$ cat src/rtl/func_cbrt_if.sv
// Handshake bundle for the cube-root solver.
// Purpose: carries the start/busy/done handshake together with the y operand
//          and the x result between a requester and func_cbrt.
// Signals:
//   start  request pulse from the requester
//   y      signed y coordinate, captured by the solver when start is accepted
//   busy   high while a solve is in progress
//   done   one-cycle pulse marking x as newly valid
//   x      signed result, held until the next done
// Modports: master = requester side, slave = solver side.
interface func_cbrt_if #(
   parameter int CORDW = 8
);
   logic                    start;
   logic signed [CORDW-1:0] y;
   logic                    busy;
   logic                    done;
   logic signed [CORDW-1:0] x;

   modport master (
      output start,
      output y,
      input  busy,
      input  done,
      input  x
   );

   modport slave (
      input  start,
      input  y,
      output busy,
      output done,
      output x
   );
endinterface

$ cat src/rtl/func_cbrt.sv
// Iterative signed cube-root solver for the maths demo.
// Purpose: returns x = sign(y) * floor(cbrt(|y| * Y_SCALE)), the point where the
//          cubed curve x^3 = Y_SCALE*y crosses a given y. The root is found by a
//          restoring bit-serial search, one trial bit per three-cycle iteration
//          (square, cube, compare), so no cycle chains two multiplications.
// Ports:
//   clk   system clock
//   rst   asynchronous active-high reset
//   bus   func_cbrt_if.slave: start/y in, busy/done/x out
module func_cbrt #(
   parameter int CORDW   = 8,
   parameter int Y_SCALE = 16384
) (
   input logic        clk,
   input logic        rst,
   func_cbrt_if.slave bus
);

   localparam int MW = 3 * CORDW;
   localparam int SW = 2 * CORDW;
   localparam int IW = $clog2(CORDW);

   typedef enum logic [2:0] {
      IDLE,
      INIT,
      SQ,
      CU,
      CMP
   } state_t;

   state_t                  state_q, state_d;
   logic signed [CORDW-1:0] y_q, y_d;
   logic signed [CORDW-1:0] x_q, x_d;
   logic [MW-1:0]           m_q, m_d;
   logic [MW-1:0]           cu_q, cu_d;
   logic [SW-1:0]           sq_q, sq_d;
   logic [CORDW-1:0]        root_q, root_d;
   logic [IW-1:0]           idx_q, idx_d;
   logic                    neg_q, neg_d;
   logic                    busy_q, busy_d;
   logic                    done_q, done_d;

   logic [CORDW:0]          yAbs;
   logic [CORDW-1:0]        trial;
   logic [CORDW-1:0]        rootFinal;

   // One extra bit on the magnitude keeps |-2^(CORDW-1)| representable.
   // The trial stays valid across SQ, CU and CMP because root and the bit
   // index only move on the CMP edge.
   always_comb begin
      yAbs      = y_q[CORDW-1] ? ({1'b0, ~y_q} + (CORDW+1)'(1)) : {1'b0, y_q};
      trial     = root_q | (CORDW'(1) << idx_q);
      rootFinal = (cu_q <= m_q) ? trial : root_q;
   end

   // State and datapath registers; reset abandons any solve in flight and
   // clears every register so no stale done can follow.
   always_ff @(posedge clk or posedge rst) begin
      if (rst) begin
         state_q <= IDLE;
         y_q     <= '0;
         x_q     <= '0;
         m_q     <= '0;
         cu_q    <= '0;
         sq_q    <= '0;
         root_q  <= '0;
         idx_q   <= '0;
         neg_q   <= 1'b0;
         busy_q  <= 1'b0;
         done_q  <= 1'b0;
      end else begin
         state_q <= state_d;
         y_q     <= y_d;
         x_q     <= x_d;
         m_q     <= m_d;
         cu_q    <= cu_d;
         sq_q    <= sq_d;
         root_q  <= root_d;
         idx_q   <= idx_d;
         neg_q   <= neg_d;
         busy_q  <= busy_d;
         done_q  <= done_d;
      end
   end

   // Next-state sequencing: a start outside IDLE is simply not looked at,
   // which is what makes it harmless while busy.
   always_comb begin
      state_d = state_q;
      case (state_q)
         IDLE:    if (bus.start) state_d = INIT;
         INIT:    state_d = SQ;
         SQ:      state_d = CU;
         CU:      state_d = CMP;
         CMP:     state_d = (idx_q == '0) ? IDLE : SQ;
         default: state_d = IDLE;
      endcase
   end

   // Datapath and handshake outputs per state. The final CMP edge writes x
   // from the root including the last accepted trial bit, so the result does
   // not need an extra cycle.
   always_comb begin
      y_d    = y_q;
      x_d    = x_q;
      m_d    = m_q;
      cu_d   = cu_q;
      sq_d   = sq_q;
      root_d = root_q;
      idx_d  = idx_q;
      neg_d  = neg_q;
      busy_d = busy_q;
      done_d = 1'b0;
      case (state_q)
         IDLE: begin
            if (bus.start) begin
               y_d    = bus.y;
               busy_d = 1'b1;
            end
         end
         INIT: begin
            m_d    = MW'(yAbs) * MW'(Y_SCALE);
            neg_d  = y_q[CORDW-1];
            root_d = '0;
            idx_d  = IW'(CORDW - 1);
         end
         SQ: begin
            sq_d = SW'(trial) * SW'(trial);
         end
         CU: begin
            cu_d = MW'(sq_q) * MW'(trial);
         end
         CMP: begin
            root_d = rootFinal;
            if (idx_q == '0) begin
               x_d    = neg_q ? $signed(CORDW'(~rootFinal + CORDW'(1)))
                              : $signed(rootFinal);
               done_d = 1'b1;
               busy_d = 1'b0;
            end else begin
               idx_d = idx_q - IW'(1);
            end
         end
         default: ;
      endcase
   end

   assign bus.busy = busy_q;
   assign bus.done = done_q;
   assign bus.x    = x_q;

endmodule
$ cat src/flat_wrapper.sv
// flat-port wrapper written by rule: the top's interface ports become plain ports
module func_cbrt_flat 
#(
   parameter int CORDW   = 8,
   parameter int Y_SCALE = 16384
)
  (clk, rst, bus_start, bus_y, bus_busy, bus_done, bus_x);
  func_cbrt_if #(.CORDW(CORDW)) bus_i ();
  input logic clk;
  input logic rst;
  input wire logic [$bits(bus_i.start)-1:0] bus_start;
  input wire logic [$bits(bus_i.y)-1:0] bus_y;
  output wire logic [$bits(bus_i.busy)-1:0] bus_busy;
  output wire logic [$bits(bus_i.done)-1:0] bus_done;
  output wire logic [$bits(bus_i.x)-1:0] bus_x;
  assign bus_i.start = bus_start;
  assign bus_i.y = bus_y;
  assign bus_busy = bus_i.busy;
  assign bus_done = bus_i.done;
  assign bus_x = bus_i.x;
  func_cbrt #(.CORDW(CORDW), .Y_SCALE(Y_SCALE)) u_core (.clk(clk), .rst(rst), .bus(bus_i));
endmodule
$ cat config.mk
export PLATFORM = sky130hd
export DESIGN_NAME = func_cbrt_flat
export DESIGN_NICKNAME = d
export VERILOG_FILES = /design/src/rtl/func_cbrt_if.sv /design/src/rtl/func_cbrt.sv /design/src/flat_wrapper.sv
export SDC_FILE = /design/constraint.sdc
export NUM_CORES = 1
export LEC_CHECK = 0
export ABC_AREA = 1
export BUFFER_PORTS_ARGS = -buffer_cell sky130_fd_sc_hd__buf_2
export CORE_AREA = 2 2 130 132
export DETAILED_ROUTE_END_ITERATION = 16
export DIE_AREA = 0 0 132 134
export PLACE_DENSITY = 0.73
export SYNTH_ARGS = -nofsm -noshare
export SYNTH_HDL_FRONTEND = slang
export SYNTH_SLANG_ARGS = --single-unit
$ cat constraint.sdc
create_clock -name clk -period 6.7 [get_ports clk]
set_input_delay 0.335 -clock clk [delete_from_list [all_inputs] [get_ports clk]]
set_output_delay 0.335 -clock clk [all_outputs]
set_load 0.05 [all_outputs]
# == Word-level counts from Yosys, hierarchy flattened ==
# Index checks and enable logic that the tools add are counted.
# totals
register_bits,82
input_bits,11
output_inout_bits,10
word_cells,50
# op_classes
add_sub_neg,3
mul,2
n_lt_le_gt_ge,1
n_eq_ne,7
shift,1
n_mux,14
bitwise_logic,3
reduce_logical,8
# ops
cell,count
24-bit by 23-bit less-or-equal comparator with 1-bit output,1
16-bit by 8-bit multiplier with 24-bit output,1
8-bit by 8-bit multiplier with 16-bit output,1
8-bit two-way mux,2
8-bit NOT,2
8-bit one-hot mux with 2 select lines,1
3-bit one-hot mux with 5 select lines,1
8-bit by 1-bit adder with 9-bit output (second input constant),1
9-bit two-way mux,1
8-bit by 1-bit adder with 8-bit output (second input constant),1
8-bit bitwise OR,1
1-bit by 3-bit left shift with 8-bit output (first input constant),1
3-bit by 2-bit == test with 1-bit output (second input constant),2
3-bit logical NOT,2
3-bit two-way mux,2
3-bit one-hot mux with 2 select lines,1
2-bit AND reduction,3
1-bit two-way mux,4
2-bit != test (second input constant),2
2-bit nonzero test,2
3-bit by 1-bit == test with 1-bit output (second input constant),1
3-bit == test (second input constant),1
3-bit AND reduction,1
3-bit by 1-bit subtractor with 3-bit output (second input constant),1
other kinds (3),3

# == Logic depth before layout (Yosys ltp) ==
# Gate-level depths: netlist (run 1).
# logic_depth
depth_word,6
depth_mapped,26
ltp_nobuf,24

# == Least setup slack after synthesis (run 1) ==
# No wires, ideal clock.
# synth_path
path_type,reg-to-reg
startpoint,reg u_core.idx_q[0]
endpoint,reg u_core.cu_q[22]
setup_time_ns,0.135
arrival_ns,4.882
t_required_ns,6.565
setup_slack_ns,1.683
path_stages_with_launch,24
n_path_buf,2
synth_period_minus_slack_ns,5.017
path_cell_list,dfrtp_1 inv_1 ha_1 nand2_1 nand2_1 buf_2 inv_1 buf_1 nor2_1 fa_1 inv_1 fa_1 inv_1 fa_1 inv_1 fa_1 inv_1 ha_1 a21oi_1 o21ai_0 a211oi_1 nand3_1 nand2_1 a31oi_1
# synth_between
elab_chain_len,3
# synth_lines
item,line_no,text
start: declaration,func_cbrt.sv:38,"logic [IW-1:0] idx_q, idx_d;"
start signal: assignment,func_cbrt.sv:79,idx_q <= idx_d;
1-bit by 3-bit left shift with 8-bit output,func_cbrt.sv:52,trial = root_q | (CORDW'(1) << idx_q);
8-bit bitwise OR,func_cbrt.sv:52,
16-bit by 8-bit multiplier with 24-bit output,func_cbrt.sv:131,cu_d = MW'(sq_q) * MW'(trial);
end signal: assignment,func_cbrt.sv:76,cu_q <= cu_d;
end: declaration,func_cbrt.sv:35,"logic [MW-1:0] cu_q, cu_d;"
# No other way between the ends.
# A chain may end at the register's enable or synchronous reset.

# == Final worst setup path (run 1) ==
# layout_path
startpoint,reg u_core.idx_q[1]
endpoint,reg u_core.cu_q[23]
# Same word-level chain as after synthesis.

==> flow_summary.json, run 1 <==
{
  "period_minus_slack_ns": 6.01,
  "grt_pass1_vias": 7819,
  "vias_per_cell": 5.33,
  "clkPwrFrac_pct": 14.0,
  "yosysUniqueCellTypes": 51,
  "hp-start": "bus_start",
  "diodes": 0,
  "cts-root-buf": "clkbuf_16",
  "wl_per_cell_um": 15.3,
  "synth_cells": 1193,
  "die_h_um": 134,
  "async_flop_share_pct": 100,
  "p_per_area_nw_per_um2": 378,
  "status": "finished, final reports clean",
  "dp_hpwl_mm": 17.1,
  "synthTopCellsByArea": "fa_1 23%, dfrtp_1 21%, ha_1 12%",
  "seq_area_um2": 2030,
  "netlist_area_um2": 9540,
  "synth_ff_type": "dfrtp_1",
  "start_kind": "register",
  "grt_remaining_overflow": 0,
  "p_sw_share_pct": 53.0,
  "timing.rr.start": "u_core.idx_q[1]",
  "cp.required_ns": 6.93,
  "hold_violations": 0,
  "hold_slack_ns": 0.204,
  "p_switching_w": 0.00204,
  "ant_nets": 0,
  "clkTransAtPathRegs_ns": 0.07,
  "insertion_delay_ns": 0.36,
  "die-area_um2": 17700,
  "cts_sinks": 81,
  "path_cells": "inv_1, ha_1, nand2_1, nand2_1, inv_1, nor2_1, fa_1, fa_1, fa_1, inv_1, fa_1, inv_1, ha_1, nand2_1, nor2_1, nor3b_2, nand3_1, nand4_1, a21oi_1, o21ai_1, o21ai_0",
  "rsz0062_at_grt": "no",
  "die_width_um": 132,
  "grt_usage_pct": 26.4,
  "period_share_pct": 89.7,
  "crit_arrival_ns": 6.24,
  "ys_seq_elements": 81,
  "fmax_mhz": 166,
  "syn_to_final_growth_pct": 6.82,
  "drc": 0,
  "antenna_found_initial": 0,
  "drive_gt1_share_pct": 9.80,
  "nFillCells": 1510,
  "hp-class": "primary input to register",
  "end_kind": "register",
  "finalMaxSlewViolations": 0,
  "boundaryPins": 21,
  "fin_total_pwr_w": 0.00385,
  "crit_path_max_incr_delay_ns": 0.57,
  "p_leak_nw": 5.56,
  "start_util_pct": 58.5,
  "stdcell_area_um2": 10200,
  "vias": 7639,
  "post-synth-top-count-cell": "inv_1",
  "peakVddDrop_uv": 225,
  "layout.nets": 1416,
  "cts_tree": "built",
  "maxCapViolations": 0,
  "post_cts_resized": 0,
  "rows": 47,
  "hold_buffers": 0,
  "core_area_um2": 16300,
  "clk_path_buf_depth": 2,
  "cts_inserted_buffers": 9,
  "synthTopCellsByCount": "244 x inv_1, 201 x nand2_1, 157 x nor2_1, 108 x fa_1, 88 x ha_1",
  "syn_avg_cell_area_um2": 7.99,
  "fin_cells": 1434,
  "wirelength_mm": 21.9,
  "grt_pass1_wl_mm": 37.4,
  "power.share.sequential_pct": 20.7,
  "tns_ns": 0,
  "synth_edf_count": 0,
  "cp_max_fo": 16,
  "slew-limit-headroom_pct": 29.6,
  "comb_power_share_pct": 65.3,
  "ys_seq_area_share_pct": 21.3,
  "htree_num_levels": 3,
  "synth_top_area_cell": "fa_1",
  "p_int_w": 0.00181,
  "drt_iter0_drc": 568,
  "ys.warnings.count": 0,
  "dpl_cell_area_um2": 9870,
  "portBuffers": 20,
  "crit_start": "u_core.idx_q[1]",
  "skew_ns": 0.0158,
  "worst_pin_slew_ns": 1.06,
  "drt_pass1_iterations": 5,
  "multi_input_area_um2": 6480,
  "routabilityCongestion": 0.934,
  "setup_violations": 0,
  "crit_slowest_cell": "nand2_1",
  "cts_setup_buffers": 0,
  "critical_path_class": "register to register",
  "placed_cells": 1418,
  "grt_max_degree": 82,
  "synth_top_area_share_pct": 22.7
}
## layer usage
layer  track usage, %  routed length [um]
met5                0                   0
met4             8.76                 490
met3             3.70                1030
met2             44.7               10400
met1             35.1               10000
## stage by stage
step | utilization, % | setup slack [ns]
final | 62.5 | 0.689
after global routing | 62.5 | 0.320
after CTS | 62.5 | 0.739
after detailed placement | 60.6 | 0.799
after global placement | 60.6 | 0.878
after floorplan | - | 1.68
## cells by family after synthesis
logic type	share of synthesized area, %
and+or+nand+nor	22.3
buffers and inverters	11.1
adders and majority gates	34.2
AOI/OAI and AO/OA	9.28
DFF	21.3
xor gates and xnor gates	1.47
muxes	0.354
other	0.0788
## layout make-up
type / count / share of cell area (%)
Multi-Input combinational cell: 837 / 63.6
Sequential cell: 81 / 19.9
Inverter: 255 / 9.41
Tap cell: 220 / 2.70
Clock buffer: 9 / 2.21
Timing Repair Buffer: 25 / 1.35
Clock inverter: 7 / 0.848
## worst paths after layout
check	end	depth (start not counted)	slack, ns
hold reg to reg	u_core.cu_q[3]	2	0.48
setup reg to reg	u_core.cu_q[23]	21	0.69
min in group asynchronous	u_core.bus.x[1]	3	0.32
setup / recovery	u_core.cu_q[23]	21	0.69
hold / removal	u_core.state_q[0]	3	0.20
max in group asynchronous	u_core.cu_q[2]	3	5.71
## flip-flops by register name, indices dropped and copies added, names as in the netlist
signal           flops
u_core.root_q        8
u_core.y_q           8
u_core.bus.done      1
u_core.sq_q         15
u_core.neg_q         1
u_core.cu_q         24
u_core.m_q           9
u_core.bus.x         8
u_core.state_q       3
u_core.idx_q         3
u_core.bus.busy      1
## cells in the final DEF, fill, tap and decap left out, types with 3 or more instances in the layout
cell / instances
xor2_1: 10
o21bai_1: 5
nand2_2: 9
or2_2: 13
or2_0: 3
ha_1: 88
conb_1: 7
xnor2_1: 6
o21ai_0: 38
nand4_1: 7
inv_1: 243
o22ai_1: 8
a211oi_1: 3
nand2_1: 201
nor4_1: 3
a21oi_2: 6
fa_1: 108
mux2_2: 3
nand2_4: 6
nor2_1: 157
nor3_1: 6
a21o_1: 3
o21ai_1: 11
nand3_2: 9
buf_4: 5
a21oi_1: 34
nand3_1: 40
o21ai_2: 5
inv_2: 11
dfrtp_1: 81
buf_2: 20
a31oi_1: 24
clkbuf_16: 9
## critical path: cells and delay by family, from the launching register on
kind	cells	cell delay (ns)
compound gates	3	0.26
fa+ha+maj	6	2.69
buf+inv	4	0.70
flops	1	0.40
simple gates	8	1.82
## power groups by stage
stage / sequential, W / combinational (W) / clock (W)
after global routing: 0.000820 / 0.00287 / 0.000560
final: 0.000797 / 0.00251 / 0.000541
after CTS: 0.000796 / 0.00251 / 0.000543
after floorplan: 0.000764 / 0.00195 / 0
after global placement: 0.000796 / 0.00243 / 0
after detailed placement: 0.000804 / 0.00249 / 0
No activity file was read; power rests on OpenSTA's default activity.
==> run 2: changes to the inputs <==
- CORE_AREA: 2 2 130 132 -> 2 2 125 127
- CTS_CLUSTER_DIAMETER: not set -> 50
- DIE_AREA: 0 0 132 134 -> 0 0 127 129
- PLACE_DENSITY: 0.73 -> 0.9
==> flow_summary.json, run 2 (same netlist as run 1, synthesis figures left out) <==
{
  "die_width_um": 127,
  "worst_pin_slew_ns": 1.02,
  "insertion_delay_ns": 0.37,
  "vias_per_cell": 5.77,
  "drt_iter0_drc": 963,
  "period_share_pct": 85.3,
  "dp_slack_ns": 1.18,
  "r2r_cells": 20,
  "placed_cells": 1387,
  "cts-root-buf": "clkbuf_16",
  "cts_setup_buffers": 0,
  "grt_pass1_vias": 8380,
  "holdPathStages": 2,
  "rows": 45,
  "wl_per_cell_um": 16.5,
  "drt_pass1_iterations": 6,
  "setup_violations": 0,
  "core_area_um2": 15000,
  "cp_max_fo": 14,
  "fin_cells": 1403,
  "layout.nets": 1417,
  "grt_max_degree": 82,
  "htree_num_levels": 3,
  "skew_ns": 0.00980,
  "status": "finished, final reports clean",
  "slew-limit-headroom_pct": 32.3,
  "critical_path_class": "register to register",
  "syn_to_final_growth_pct": 6.48,
  "cts_sinks": 81,
  "reg_top3": "u_core.cu_q x24, u_core.sq_q x15, u_core.m_q x9",
  "tns_ns": 0,
  "start_kind": "register",
  "post_cts_resized": 0,
  "grt_usage_pct": 30.2,
  "hp-class": "primary input to register",
  "grt_remaining_overflow": 0,
  "drive_gt1_share_pct": 9.88,
  "diodes": 0,
  "hold_buffers": 0,
  "cp.required_ns": 6.93,
  "clkTransAtPathRegs_ns": 0.07,
  "multi_input_area_um2": 6480,
  "dp_hpwl_mm": 17.3,
  "end_kind": "register",
  "p_leak_nw": 5.56,
  "layout_common_cells": "243 x inv_1, 201 x nand2_1, 157 x nor2_1",
  "cts_inserted_buffers": 9,
  "seq_area_um2": 2030,
  "finalMaxSlewViolations": 0,
  "maxCapViolations": 0,
  "portBuffers": 20,
  "ant_nets": 0,
  "routabilityCongestion": 0.933,
  "peakVddDrop_uv": 234,
  "boundaryPins": 21,
  "fin_ws_ns": 0.986,
  "hold_violations": 0,
  "vias": 8097,
  "period_minus_slack_ns": 5.71,
  "regMostFlops": "u_core.cu_q",
  "start_util_pct": 63.7,
  "die_h_um": 129,
  "rsz0062_at_grt": "no",
  "wirelength_mm": 23.2,
  "crit_arrival_ns": 5.95,
  "antenna_found_initial": 0,
  "grt_pass1_wl_mm": 39.3,
  "hold_slack_ns": 0.198,
  "drc": 0,
  "fmax_mhz": 175,
  "cts_tree": "built",
  "nFillCells": 1144,
  "largest_reg_flops": 24,
  "p_per_area_nw_per_um2": 385,
  "clk_path_buf_depth": 2,
  "final_common_cell": "inv_1",
  "die-area_um2": 16400
}
-- run 2: cell count changes in the layout (fill, tap and decap cells not counted), sizes merged --
cell,delta
buf,+1
clkbuf,+1
clkinv,+1
inv,-2
-- run 2: cell type report --
cell class | instances | share of cell area, %
Clock buffer | 10 | 2.35
Clock inverter | 6 | 0.715
Inverter | 255 | 9.44
Multi-Input combinational cell | 837 | 63.8
Sequential cell | 81 | 20.0
Tap cell | 188 | 2.32
Timing Repair Buffer | 26 | 1.43
-- run 2: routing by layer --
metal	part of all wire, %	global-route usage (%)	up-vias
li1	-	-	3727
met1	39	37.8	3835
met2	49	52.2	434
met3	8.0	4.86	101
met4	4.2	13.7	0
met5	0	0	-
-- run 2: worst max-delay path, cell delays in order (launching register included) --
cell	delay, ns
dfrtp_1	0.51
inv_2	0.16
a21oi_2	0.70
inv_2	0.37
nand2_1	0.19
fa_1	0.42
inv_1	0.10
fa_1	0.46
fa_1	0.56
inv_1	0.06
fa_1	0.52
inv_1	0.04
ha_1	0.35
nand2_1	0.13
nor2_1	0.19
nor3b_2	0.25
nand3_1	0.13
nand4_1	0.14
a21oi_1	0.06
o21ai_1	0.13
o21ai_0	0.10
-- run 2: power by group --
| group | switching (W) | internal [W] | total, W |
|---|---|---|---|
| clock | 0.000230 | 0.000303 | 0.000532 |
| combinational | 0.00171 | 0.000866 | 0.00258 |
| sequential | 0.000138 | 0.000663 | 0.000801 |
-- run 2: worst paths after layout --
check,to,from,slack [ns]
worst min register to register,u_core.cu_q[2],u_core.cu_q[2],0.48
min in group asynchronous,u_core.bus.x[0],rst,0.28
worst min-delay path,u_core.y_q[2],bus_y[2],0.20
max in group asynchronous,u_core.cu_q[1],rst,5.77
worst max-delay path,u_core.cu_q[23],u_core.idx_q[2],0.99
worst max register to register,u_core.cu_q[23],u_core.idx_q[2],0.99
-- run 2: per-stage QoR --
| stage | power (W) | utilization [%] | cell area [um2] |
|---|---|---|---|
| after floorplan | 0.00271 | - | 9550 |
| after CTS | 0.00388 | 67.8 | 10200 |
| after global placement | 0.00315 | 65.7 | 9840 |
| final | 0.00391 | 67.8 | 10200 |
| after global routing | 0.00429 | 67.8 | 10200 |
| after detailed placement | 0.00330 | 65.7 | 9840 |
==> run 3: changes to the inputs <==
- PLACE_DENSITY: 0.9 -> 0.83
==> flow_summary.json, run 3 (same netlist as run 1, synthesis figures left out) <==
{
  "status": "finished, final reports clean",
  "end_kind": "register",
  "grt_usage_pct": 28.2,
  "hp-class": "primary input to register",
  "p_per_area_nw_per_um2": 378,
  "slew-limit-headroom_pct": 31.7,
  "maxCapViolations": 0,
  "drt_pass1_iterations": 7,
  "routabilityCongestion": 0.944,
  "skew_ns": 0.0140,
  "insertion_delay_ns": 0.36,
  "clkTransAtPathRegs_ns": 0.07,
  "fmax_mhz": 177,
  "syn_to_final_growth_pct": 6.46,
  "cts_tree": "built",
  "rows": 45,
  "wirelength_mm": 21.8,
  "hp-start": "bus_start",
  "crit_slowest_cell": "a21oi_2",
  "p_switching_w": 0.00203,
  "boundaryPins": 21,
  "start_kind": "register",
  "p_leak_nw": 5.56,
  "r2r_cells": 20,
  "vias": 7756,
  "start_util_pct": 63.7,
  "worst_pin_slew_ns": 1.02,
  "cp.required_ns": 6.93,
  "rsz0062_at_grt": "no",
  "grt_max_degree": 82,
  "core_area_um2": 15000,
  "drt_iter0_drc": 637,
  "hold_path_end": "u_core.state_q[0]",
  "hold_violations": 0,
  "crit_arrival_ns": 5.88,
  "layout.nets": 1417,
  "die-area_um2": 16400,
  "clk_path_buf_depth": 2,
  "cp_max_fo": 14,
  "tns_ns": 0,
  "fin_total_pwr_w": 0.00384,
  "regToRegSetupSlack_ns": 1.05,
  "diodes": 0,
  "peakVddDrop_uv": 222,
  "p_sw_share_pct": 52.8,
  "path_cells": "ha_1, a21oi_2, inv_2, nand2_1, fa_1, inv_1, fa_1, fa_1, inv_1, fa_1, inv_1, ha_1, nand2_1, nor2_1, nor3b_2, nand3_1, nand4_1, a21oi_1, o21ai_1, o21ai_0",
  "holdPathStages": 3,
  "htree_num_levels": 3,
  "drc": 0,
  "antenna_found_initial": 0,
  "nFillCells": 1191,
  "hold_buffers": 0,
  "period_share_pct": 84.3,
  "die_width_um": 127,
  "multi_input_area_um2": 6480,
  "layout_common_cells": "243 x inv_1, 201 x nand2_1, 157 x nor2_1",
  "crit_path_max_incr_delay_ns": 0.62,
  "grt_pass1_vias": 7824,
  "portBuffers": 20,
  "setup_violations": 0,
  "dp_hpwl_mm": 16.8,
  "largest_reg_flops": 24,
  "final_common_cell": "inv_1",
  "grt_remaining_overflow": 0,
  "vias_per_cell": 5.53,
  "final_util_pct": 67.8,
  "critical_path_class": "register to register",
  "clkPwrFrac_pct": 13.8,
  "regMostFlops": "u_core.cu_q",
  "comb_power_share_pct": 65.4,
  "cts_setup_buffers": 0,
  "r2r-end": "u_core.cu_q[23]",
  "seq_area_um2": 2030,
  "cpMostUsedCell": "fa_1",
  "wl_per_cell_um": 15.5,
  "drive_gt1_share_pct": 9.88,
  "cts-root-buf": "clkbuf_16",
  "cts_inserted_buffers": 9,
  "power.share.sequential_pct": 20.8,
  "period_minus_slack_ns": 5.65,
  "p_int_w": 0.00181,
  "reg_top3": "u_core.cu_q x24, u_core.sq_q x15, u_core.m_q x9",
  "die_h_um": 129,
  "timing.rr.start": "u_core.idx_q[0]",
  "finalMaxSlewViolations": 0,
  "ant_nets": 0,
  "grt_pass1_wl_mm": 36.8,
  "post_cts_resized": 0,
  "cts_sinks": 81
}
-- run 3: changes by cell type in the layout (fill, tap and decap cells not counted), sizes merged --
| cell | previous run | this run |
|---|---|---|
| inv | 256 | 258 |
| clkbuf | 10 | 9 |
| clkinv | 3 | 2 |
-- run 3: worst max path at each step --
stage                         start         endpoint  slack, ns  cells after the start
finish              u_core.idx_q[0]  u_core.cu_q[23]       1.05                     20
global route        u_core.idx_q[0]  u_core.cu_q[21]       0.69                     21
CTS                 u_core.idx_q[0]  u_core.cu_q[23]       1.14                     20
detailed placement  u_core.idx_q[0]  u_core.sq_q[13]       1.23                     19
global placement    u_core.idx_q[0]  u_core.sq_q[13]       1.36                     19
floorplan           u_core.idx_q[0]  u_core.cu_q[22]       1.68                     23
-- run 3: worst max-delay path: cells and delay by family, from the launching register on --
kind / cells / cell delay (ns)
buffers and inverters: 4 / 0.59
adders and majority gates: 6 / 2.61
and+or+nand+nor: 6 / 1.00
DFF: 1 / 0.43
AOI/OAI and AO/OA: 4 / 0.87
-- run 3: area by class of cell --
type	instances	area share, %
clock buffer	9	2.22
clock inverter	7	0.826
inverter	255	9.44
multi-input combinational	837	63.8
sequential	81	20.0
tap	188	2.32
timing repair buffer	26	1.43
-- run 3: per-layer routing --
layer | part of all wire [%] | GRT usage [%] | wire [um]
met1 | 42 | 35.5 | 9230
met3 | 5.9 | 5.36 | 1280
met5 | 0 | 0 | 0
met4 | 2.8 | 10.5 | 607
met2 | 49 | 49.0 | 10700
-- run 3: power groups by stage --
stage | clock network (W) | logic, W | registers, W
after CTS | 0.000535 | 0.00250 | 0.000796
after global placement | 0 | 0.00237 | 0.000795
after floorplan | 0 | 0.00195 | 0.000764
after global routing | 0.000553 | 0.00286 | 0.000820
after detailed placement | 0 | 0.00245 | 0.000804
final | 0.000530 | 0.00251 | 0.000798
-- run 3: per-stage QoR --
stage,worst slack (ns),std cells,hold WS (ns),area [um2]
floorplan,1.68,1198,0.436,9550
global placement,1.36,1387,0.452,9840
detailed placement,1.23,1387,0.455,9840
CTS,1.14,1403,0.194,10200
global route,0.691,1403,0.198,10200
finish,1.05,1403,0.198,10200
